## src/rtl/vga_timing_gen.sv

```systemverilog
// VGA raster timing: pixel divider, h/v position counters, sync/blank decode
// and a slow animation strobe, all registered on the same edge.
module vga_timing_gen #(
  parameter int CLK_DIV     = 2,
  parameter int H_VIS       = 640,
  parameter int H_FP        = 16,
  parameter int H_SYNC      = 96,
  parameter int H_BP        = 48,
  parameter int V_VIS       = 480,
  parameter int V_FP        = 10,
  parameter int V_SYNC      = 2,
  parameter int V_BP        = 33,
  parameter int SLOW_FRAMES = 30
) (
  input  logic       clock,
  input  logic       reset,
  output logic [9:0] hCount,
  output logic [9:0] vCount,
  output logic       bright,
  output logic       hSync,
  output logic       vSync,
  output logic       pixelEn,
  output logic       slowPulse
);

  localparam int H_TOTAL = H_VIS + H_FP + H_SYNC + H_BP;
  localparam int V_TOTAL = V_VIS + V_FP + V_SYNC + V_BP;
  localparam int DIV_W   = (CLK_DIV > 1) ? $clog2(CLK_DIV) : 1;
  localparam int FRM_W   = (SLOW_FRAMES > 1) ? $clog2(SLOW_FRAMES) : 1;

  localparam logic [DIV_W-1:0] DIV_MAX = DIV_W'(CLK_DIV - 1);
  localparam logic [FRM_W-1:0] FRM_MAX = FRM_W'(SLOW_FRAMES - 1);
  localparam logic [9:0] H_MAX  = 10'(H_TOTAL - 1);
  localparam logic [9:0] V_MAX  = 10'(V_TOTAL - 1);
  localparam logic [9:0] H_VISL = 10'(H_VIS);
  localparam logic [9:0] V_VISL = 10'(V_VIS);
  localparam logic [9:0] HS_BEG = 10'(H_VIS + H_FP);
  localparam logic [9:0] HS_END = 10'(H_VIS + H_FP + H_SYNC - 1);
  localparam logic [9:0] VS_BEG = 10'(V_VIS + V_FP);
  localparam logic [9:0] VS_END = 10'(V_VIS + V_FP + V_SYNC - 1);

  logic [DIV_W-1:0] div_q, div_d;
  logic [FRM_W-1:0] frm_q, frm_d;
  logic [9:0]       h_q, h_d;
  logic [9:0]       v_q, v_d;
  logic             bright_q, bright_d;
  logic             hsync_q, hsync_d;
  logic             vsync_q, vsync_d;
  logic             pix_q, pix_d;
  logic             slow_q, slow_d;
  logic             tick;
  logic             wrap;

  always_comb begin
    tick   = (div_q == DIV_MAX);
    div_d  = tick ? '0 : div_q + DIV_W'(1);
    h_d    = h_q;
    v_d    = v_q;
    frm_d  = frm_q;
    wrap   = 1'b0;
    slow_d = 1'b0;
    if (tick) begin
      if (h_q == H_MAX) begin
        h_d = '0;
        if (v_q == V_MAX) begin
          v_d  = '0;
          wrap = 1'b1;
        end else begin
          v_d = v_q + 10'd1;
        end
      end else begin
        h_d = h_q + 10'd1;
      end
    end
    if (wrap) begin
      if (frm_q == FRM_MAX) begin
        frm_d  = '0;
        slow_d = 1'b1;
      end else begin
        frm_d = frm_q + FRM_W'(1);
      end
    end
    // decode the position that will be shown after this edge
    bright_d = (h_d < H_VISL) && (v_d < V_VISL);
    hsync_d  = !((h_d >= HS_BEG) && (h_d <= HS_END));
    vsync_d  = !((v_d >= VS_BEG) && (v_d <= VS_END));
    pix_d    = tick;
  end

  always_ff @(posedge clock) begin
    if (!reset) begin
      div_q    <= '0;
      frm_q    <= '0;
      h_q      <= H_MAX;
      v_q      <= V_MAX;
      bright_q <= 1'b0;
      hsync_q  <= 1'b1;
      vsync_q  <= 1'b1;
      pix_q    <= 1'b0;
      slow_q   <= 1'b0;
    end else begin
      div_q    <= div_d;
      frm_q    <= frm_d;
      h_q      <= h_d;
      v_q      <= v_d;
      bright_q <= bright_d;
      hsync_q  <= hsync_d;
      vsync_q  <= vsync_d;
      pix_q    <= pix_d;
      slow_q   <= slow_d;
    end
  end

  assign hCount    = h_q;
  assign vCount    = v_q;
  assign bright    = bright_q;
  assign hSync     = hsync_q;
  assign vSync     = vsync_q;
  assign pixelEn   = pix_q;
  assign slowPulse = slow_q;

endmodule

```

## config.mk

```make
export PLATFORM = sky130hd
export DESIGN_NAME = vga_timing_gen
export DESIGN_NICKNAME = d
export VERILOG_FILES = /design/src/rtl/vga_timing_gen.sv
export SDC_FILE = /design/constraint.sdc
export NUM_CORES = 1
export LEC_CHECK = 0
export ABC_AREA = 1
export CAP_MARGIN = 15
export CORE_MARGIN = 3
export CORE_UTILIZATION = 35
export DETAILED_ROUTE_END_ITERATION = 7
export PLACE_DENSITY = 0.56
export SLEW_MARGIN = 40
export SYNTH_ARGS = -nofsm -noshare
export SYNTH_HDL_FRONTEND = slang
export SYNTH_SLANG_ARGS = --single-unit
```

## constraint.sdc

```tcl
create_clock -name clock -period 2.4 [get_ports clock]
set_input_delay 0.48 -clock clock [delete_from_list [all_inputs] [get_ports clock]]
set_output_delay 0.48 -clock clock [all_outputs]
set_load 0.05 [all_outputs]
```

==> out/results.txt, run 1 <==
Htree depth: 2
Placed wire-length estimate: 2920 um
First-pass GRT wire length: 6570 um
Ys Warns: 0
Commonest non-fill, non-tap cell in the layout: nand2_1
Setup bufs post-CTS: 0
Post-CTS sizing: 0
Asr flop ratio synth: 0%
Pre-CTS setup slack: 434 ps
Worst-path maximum fanout: 6
Final setup fails: 0
Critical path arrival: 1590 ps
RSZ-0062 raised after global routing: false
Vias per cell: 4.48
Core area: 0.00456 mm2
Vias in the first global route: 1454
Detailed Routing Iterations Pass 1: 4
Startpoint types: flop
Crit path required time: 1920 ps
Maximum vdd drop: 383 uV
Syn Area/Cell: 7.01 um2
Final setup margin: 326 ps
Share of layout cells above drive strength 1: 9.68%
Power density cells: 713 mW/mm2
Most frequent cells in the layout: 63 x nand2_1, 34 x inv_1, 32 x nor2_1
N_diodes: 0
Max_slew headroom: 66.2%
GRT Resource Usage Total: 14.0%
Skew-Pair Late Insertion Delay: 280 ps
Pleak: 0.976 nW
Register bit count reported by yosys: 31
DRC violations left: 0
R2R setup slack: 450 ps
Final Critical Period: 2070 ps
DRT iter0 DRCs: 74
Post-Syn Instances: 247
GRT overflow: 0
Cell Area, Synth: 0.00173 mm2
Drt wl/cell: 11.1 um
Die width: 76.3 um
Total Power: 1.54 mW
Initial antenna violation count: 0
Run status: completed
Root buf cell: clkbuf_8
Seq/Total Area, Yosys: 35.8%
Worst Tran Pin Value: 506 ps
GPL Wtd Cong: 0.782
CTS tree: built
CP Class: reg2out
Syn nets: 254
Routed vias: 1541
ANT nets after route: 0
Hold buffer count at cts: 0
Area growth from synthesis to layout: 24.4%
IO buf count: 26
CP max stage cell: clkdlybuf4s50_1
Layout Skew: 2.89 ps
F_max: 482 MHz
WL final: 3810 um
Top Ports: 27
Die height: 76.3 um
Top_reg_cell synth: dfxtp_1
Initial core utilization: 37.9%
Final TNS setup: 0 ps
Max Root-Sink Buffers: 2
Total Die Area: 0.00583 mm2
Max-slew violation count: 0
Cell variety after synth: 36
Clk sinks: 31
Final hold violations: 0
Clk slew on worst S/H paths: 70 ps
Final Cycle Share: 86.4%
CP top delay family: buffers and inverters
Cell Rows: 24
CP endpoint kind: output pin
Post-synth EDFFs: 0
Critical Path, Cell by Cell: clkdlybuf4s50_1
Pin count of the biggest net entering global routing: 13
CP max stage delay: 850 ps
Bufs and invs on worst path: 1
Hold Slack: 491 ps
Worst hold path type: reg2reg
Max-cap viol count: 0
Net count, final: 285
Cts bufs inserted: 5
[cell type report]
type / count / area [um2]
clock buffer: 8 / 100
fill: 489 / 2410
inverter: 37 / 140
multi-input combinational: 175 / 937
sequential: 31 / 621
tap: 65 / 81.3
timing repair buffer: 28 / 275
[kinds of logic after synthesis]
logic type	count (synthesis)	synth area share, %
simple gates	144	41.0
flops	31	35.8
xor+xnor	4	2.02
buf+inv	41	10.0
fa+ha+maj	5	3.61
compound gates	22	7.51
[layer usage]
metal / up-vias / wire, um / global-route usage, %
li1: 846 / - / -
met1: 665 / 1950 / 17.9
met2: 25 / 1600 / 21.8
met3: 5 / 184 / 3.66
met4: 0 / 71 / 7.07
met5: - / 0 / 0
[flip-flops by register name, summed over array words and instances (netlist names)]
signal / flops
hCount: 10
vCount: 10
frm_q: 5
bright: 1
div_q: 1
hSync: 1
pixelEn: 1
slowPulse: 1
vSync: 1
[worst min-delay path, stage by stage (launching register included)]
cell	delay [ps]
dfxtp_1	320
nand2_1	80
a21oi_2	50
[per-stage QoR]
| stage | cells | util, % | cell area [um2] |
|---|---|---|---|
| after floorplan | 247 | - | 1730 |
| after global placement | 336 | 45.0 | 2050 |
| after detailed placement | 336 | 45.0 | 2050 |
| after CTS | 344 | 47.2 | 2150 |
| after global routing | 344 | 47.2 | 2150 |
| final | 344 | 47.2 | 2150 |
[final timing paths]
path,start,to,depth (start not counted)
max,hCount[6],hCount[6],1
min,frm_q[4],frm_q[4],2
max reg2reg,hCount[1],vSync,10
min reg2reg,frm_q[4],frm_q[4],2
[cell usage after synthesis, drive strengths merged (2+ instances only)]
cell type	n	area, um2
nand2	67	267
nor2	36	169
inv	35	131
dfxtp	31	621
nand3	24	160
o21ai	8	40.0
a21oi	7	38.8
nand4	6	37.5
nor3	6	41.3
ha	5	62.6
buf	3	30.0
xor2	3	26.3
a211oi	2	15.0
clkinv	2	8.75
nand3b	2	15.0
o211ai	2	15.0
o21bai	2	15.0
or2	2	12.5
[power breakdown]
group          internal, mW  switching (mW)
clock                 0.262           0.199
combinational         0.156           0.329
sequential            0.550          0.0401
total                 0.968           0.568
No activity file was read; power rests on OpenSTA's default activity.
==> run 2, diff against run 1 <==
Clock period 2.4 ns to 2.25 ns, I/O delays scaled along.
==> out/results.txt, run 2 (synthesized netlist as in run 1, its figures left out) <==
R2R setup slack: 340 ps (was 450 ps)
WL final: 3930 um (was 3810 um)
GRT Resource Usage Total: 14.6% (was 14.0%)
Crit path required time: 1800 ps (was 1920 ps)
FF-to-FF Start: hCount[0] (was hCount[1])
Cts bufs inserted: 5 (unchanged)
Layout Skew: 6.27 ps (was 2.89 ps)
Routed wl met2: 1690 um (was 1600 um)
Skew-Pair Late Insertion Delay: 280 ps (about the same)
Clk pwr share: 25.4% (was 30.0%)
Final Critical Period: 2060 ps
Drt wl/cell: 11.5 um (was 11.1 um)
CP top delay family: buffers and inverters (unchanged)
Maximum vdd drop: 309 uV (was 383 uV)
Critical Path, Cell by Cell: clkdlybuf4s50_1 (unchanged)
Clk sinks: 31 (unchanged)
Bufs and invs on worst path: 1 (unchanged)
Share of layout cells above drive strength 1: 9.35% (was 9.68%)
Final TNS setup: 0 ps (unchanged)
Total Die Area: 0.00583 mm2 (unchanged)
Top Ports: 27 (unchanged)
Crit path to: vCount[2] (was hCount[6])
WL met3: 200 um (was 184 um)
Vias in the first global route: 1480 (was 1454)
CTS tree: built (unchanged)
DRT iter0 DRCs: 94 (was 74)
Max_slew headroom: 66.5% (was 66.2%)
Critical path arrival: 1610 ps (was 1590 ps)
Setup bufs post-CTS: 0 (unchanged)
Area growth from synthesis to layout: 23.3% (was 24.4%)
Top sig layer: met4 (unchanged)
Most frequent cells in the layout: 63 x nand2_1, 34 x inv_1, 32 x nor2_1 (unchanged)
Final Cycle Share: 91.6%
IO buf count: 26 (unchanged)
Pleak: 0.966 nW (was 0.976 nW)
Initial antenna violation count: 0 (unchanged)
Sw frac: 38.0% (was 37.0%)
Final setup margin: 190 ps (was 326 ps)
Htree depth: 2 (unchanged)
CP endpoint kind: output pin (unchanged)
Final hold violations: 0 (unchanged)
Reg power frac: 40.8% (was 38.4%)
P_sw: 0.588 mW (was 0.568 mW)
Clk slew on worst S/H paths: 60 ps (was 70 ps)
Max-cap viol count: 0 (unchanged)
Root buf cell: clkbuf_8 (unchanged)
GRT overflow: 0 (unchanged)
Final setup fails: 0 (unchanged)
Net count, final: 286 (was 285)
R2r worst-path depth: 10 (unchanged)
Worst hold path type: reg2reg (unchanged)
Die height: 76.3 um (unchanged)
RSZ-0062 raised after global routing: false (unchanged)
Worst-path maximum fanout: 6 (unchanged)
GPL Wtd Cong: 0.778 (was 0.782)
Crit path from: vCount[2] (was hCount[6])
Power density cells: 725 mW/mm2 (was 713 mW/mm2)
Startpoint types: flop (unchanged)
Vias per cell: 4.66 (was 4.48)
Max-slew violation count: 0 (unchanged)
WP depth: 1 (unchanged)
WL met1: 1970 um (was 1950 um)
CP max stage cell: clkdlybuf4s50_1 (unchanged)
Hold buffer count at cts: 0 (unchanged)
Final Util: 46.8% (was 47.2%)
Filler cells: 480 (was 489)
ANT nets after route: 0 (unchanged)
Commonest non-fill, non-tap cell in the layout: nand2_1 (unchanged)
Core area: 0.00456 mm2 (unchanged)
Run status: completed (unchanged)
Die width: 76.3 um (unchanged)
Cell Rows: 24 (unchanged)
Placed wire-length estimate: 3010 um (was 2920 um)
CP max stage delay: 860 ps (was 850 ps)
Worst r2r dst: bright (was vSync)
F_max: 485 MHz
Detailed Routing Iterations Pass 1: 4 (unchanged)
Pre-CTS setup slack: 369 ps (was 434 ps)
First-pass GRT wire length: 6880 um (was 6570 um)
CP Class: reg2out (unchanged)
Max Root-Sink Buffers: 2 (unchanged)
Pin count of the biggest net entering global routing: 13 (unchanged)
Int Pwr: 0.960 mW (was 0.968 mW)
N_diodes: 0 (unchanged)
Combinational share of power: 33.7% (was 31.6%)
Worst Tran Pin Value: 501 ps (was 506 ps)
Routed vias: 1598 (was 1541)
Initial core utilization: 37.9% (unchanged)
Post-CTS sizing: 0 (unchanged)
DRC violations left: 0 (unchanged)
run 2: layout make-up:
| class | count | area [um2] | area share [%] |
|---|---|---|---|
| Sequential cell | 31 | 621 | 29.1 |
| Clock buffer | 6 | 72.6 | 3.40 |
| Timing Repair Buffer | 29 | 283 | 13.2 |
| Inverter | 37 | 140 | 6.57 |
| Tap cell | 65 | 81.3 | 3.81 |
| Multi-Input combinational cell | 175 | 937 | 43.9 |
run 2: worst min-delay path by stage:
| stage | from | endpoint | slack (ps) | depth (start not counted) |
|---|---|---|---|---|
| CTS | frm_q[4] | frm_q[4] | 490 | 2 |
| finish | frm_q[4] | frm_q[4] | 490 | 2 |
| global placement | frm_q[4] | frm_q[4] | 480 | 2 |
| floorplan | frm_q[4] | frm_q[4] | 460 | 2 |
| detailed placement | frm_q[4] | frm_q[4] | 480 | 2 |
| global route | frm_q[4] | frm_q[4] | 520 | 2 |
run 2: routing by layer:
| layer | global-route usage [%] | vias to the layer above |
|---|---|---|
| met5 | 0 | - |
| li1 | - | 847 |
| met2 | 21.6 | 39 |
| met1 | 20.3 | 706 |
| met4 | 5.80 | 0 |
| met3 | 3.43 | 6 |
run 2: stage by stage:
| step | area (um2) | cells | power [mW] | hold slack, ps |
|---|---|---|---|---|
| global route | 2130 | 343 | 1.64 | 518 |
| finish | 2130 | 343 | 1.55 | 490 |
| floorplan | 1730 | 247 | 1.04 | 464 |
| detailed placement | 2060 | 337 | 1.17 | 483 |
| global placement | 2060 | 337 | 1.17 | 476 |
| CTS | 2130 | 343 | 1.57 | 492 |
run 2: power groups by stage:
stage	Clock, mW	Sequential (mW)	Combinational, mW
final	0.393	0.633	0.523
after global routing	0.427	0.641	0.576
after CTS	0.410	0.633	0.524
after detailed placement	0	0.644	0.523
after global placement	0	0.645	0.525
after floorplan	0	0.742	0.296
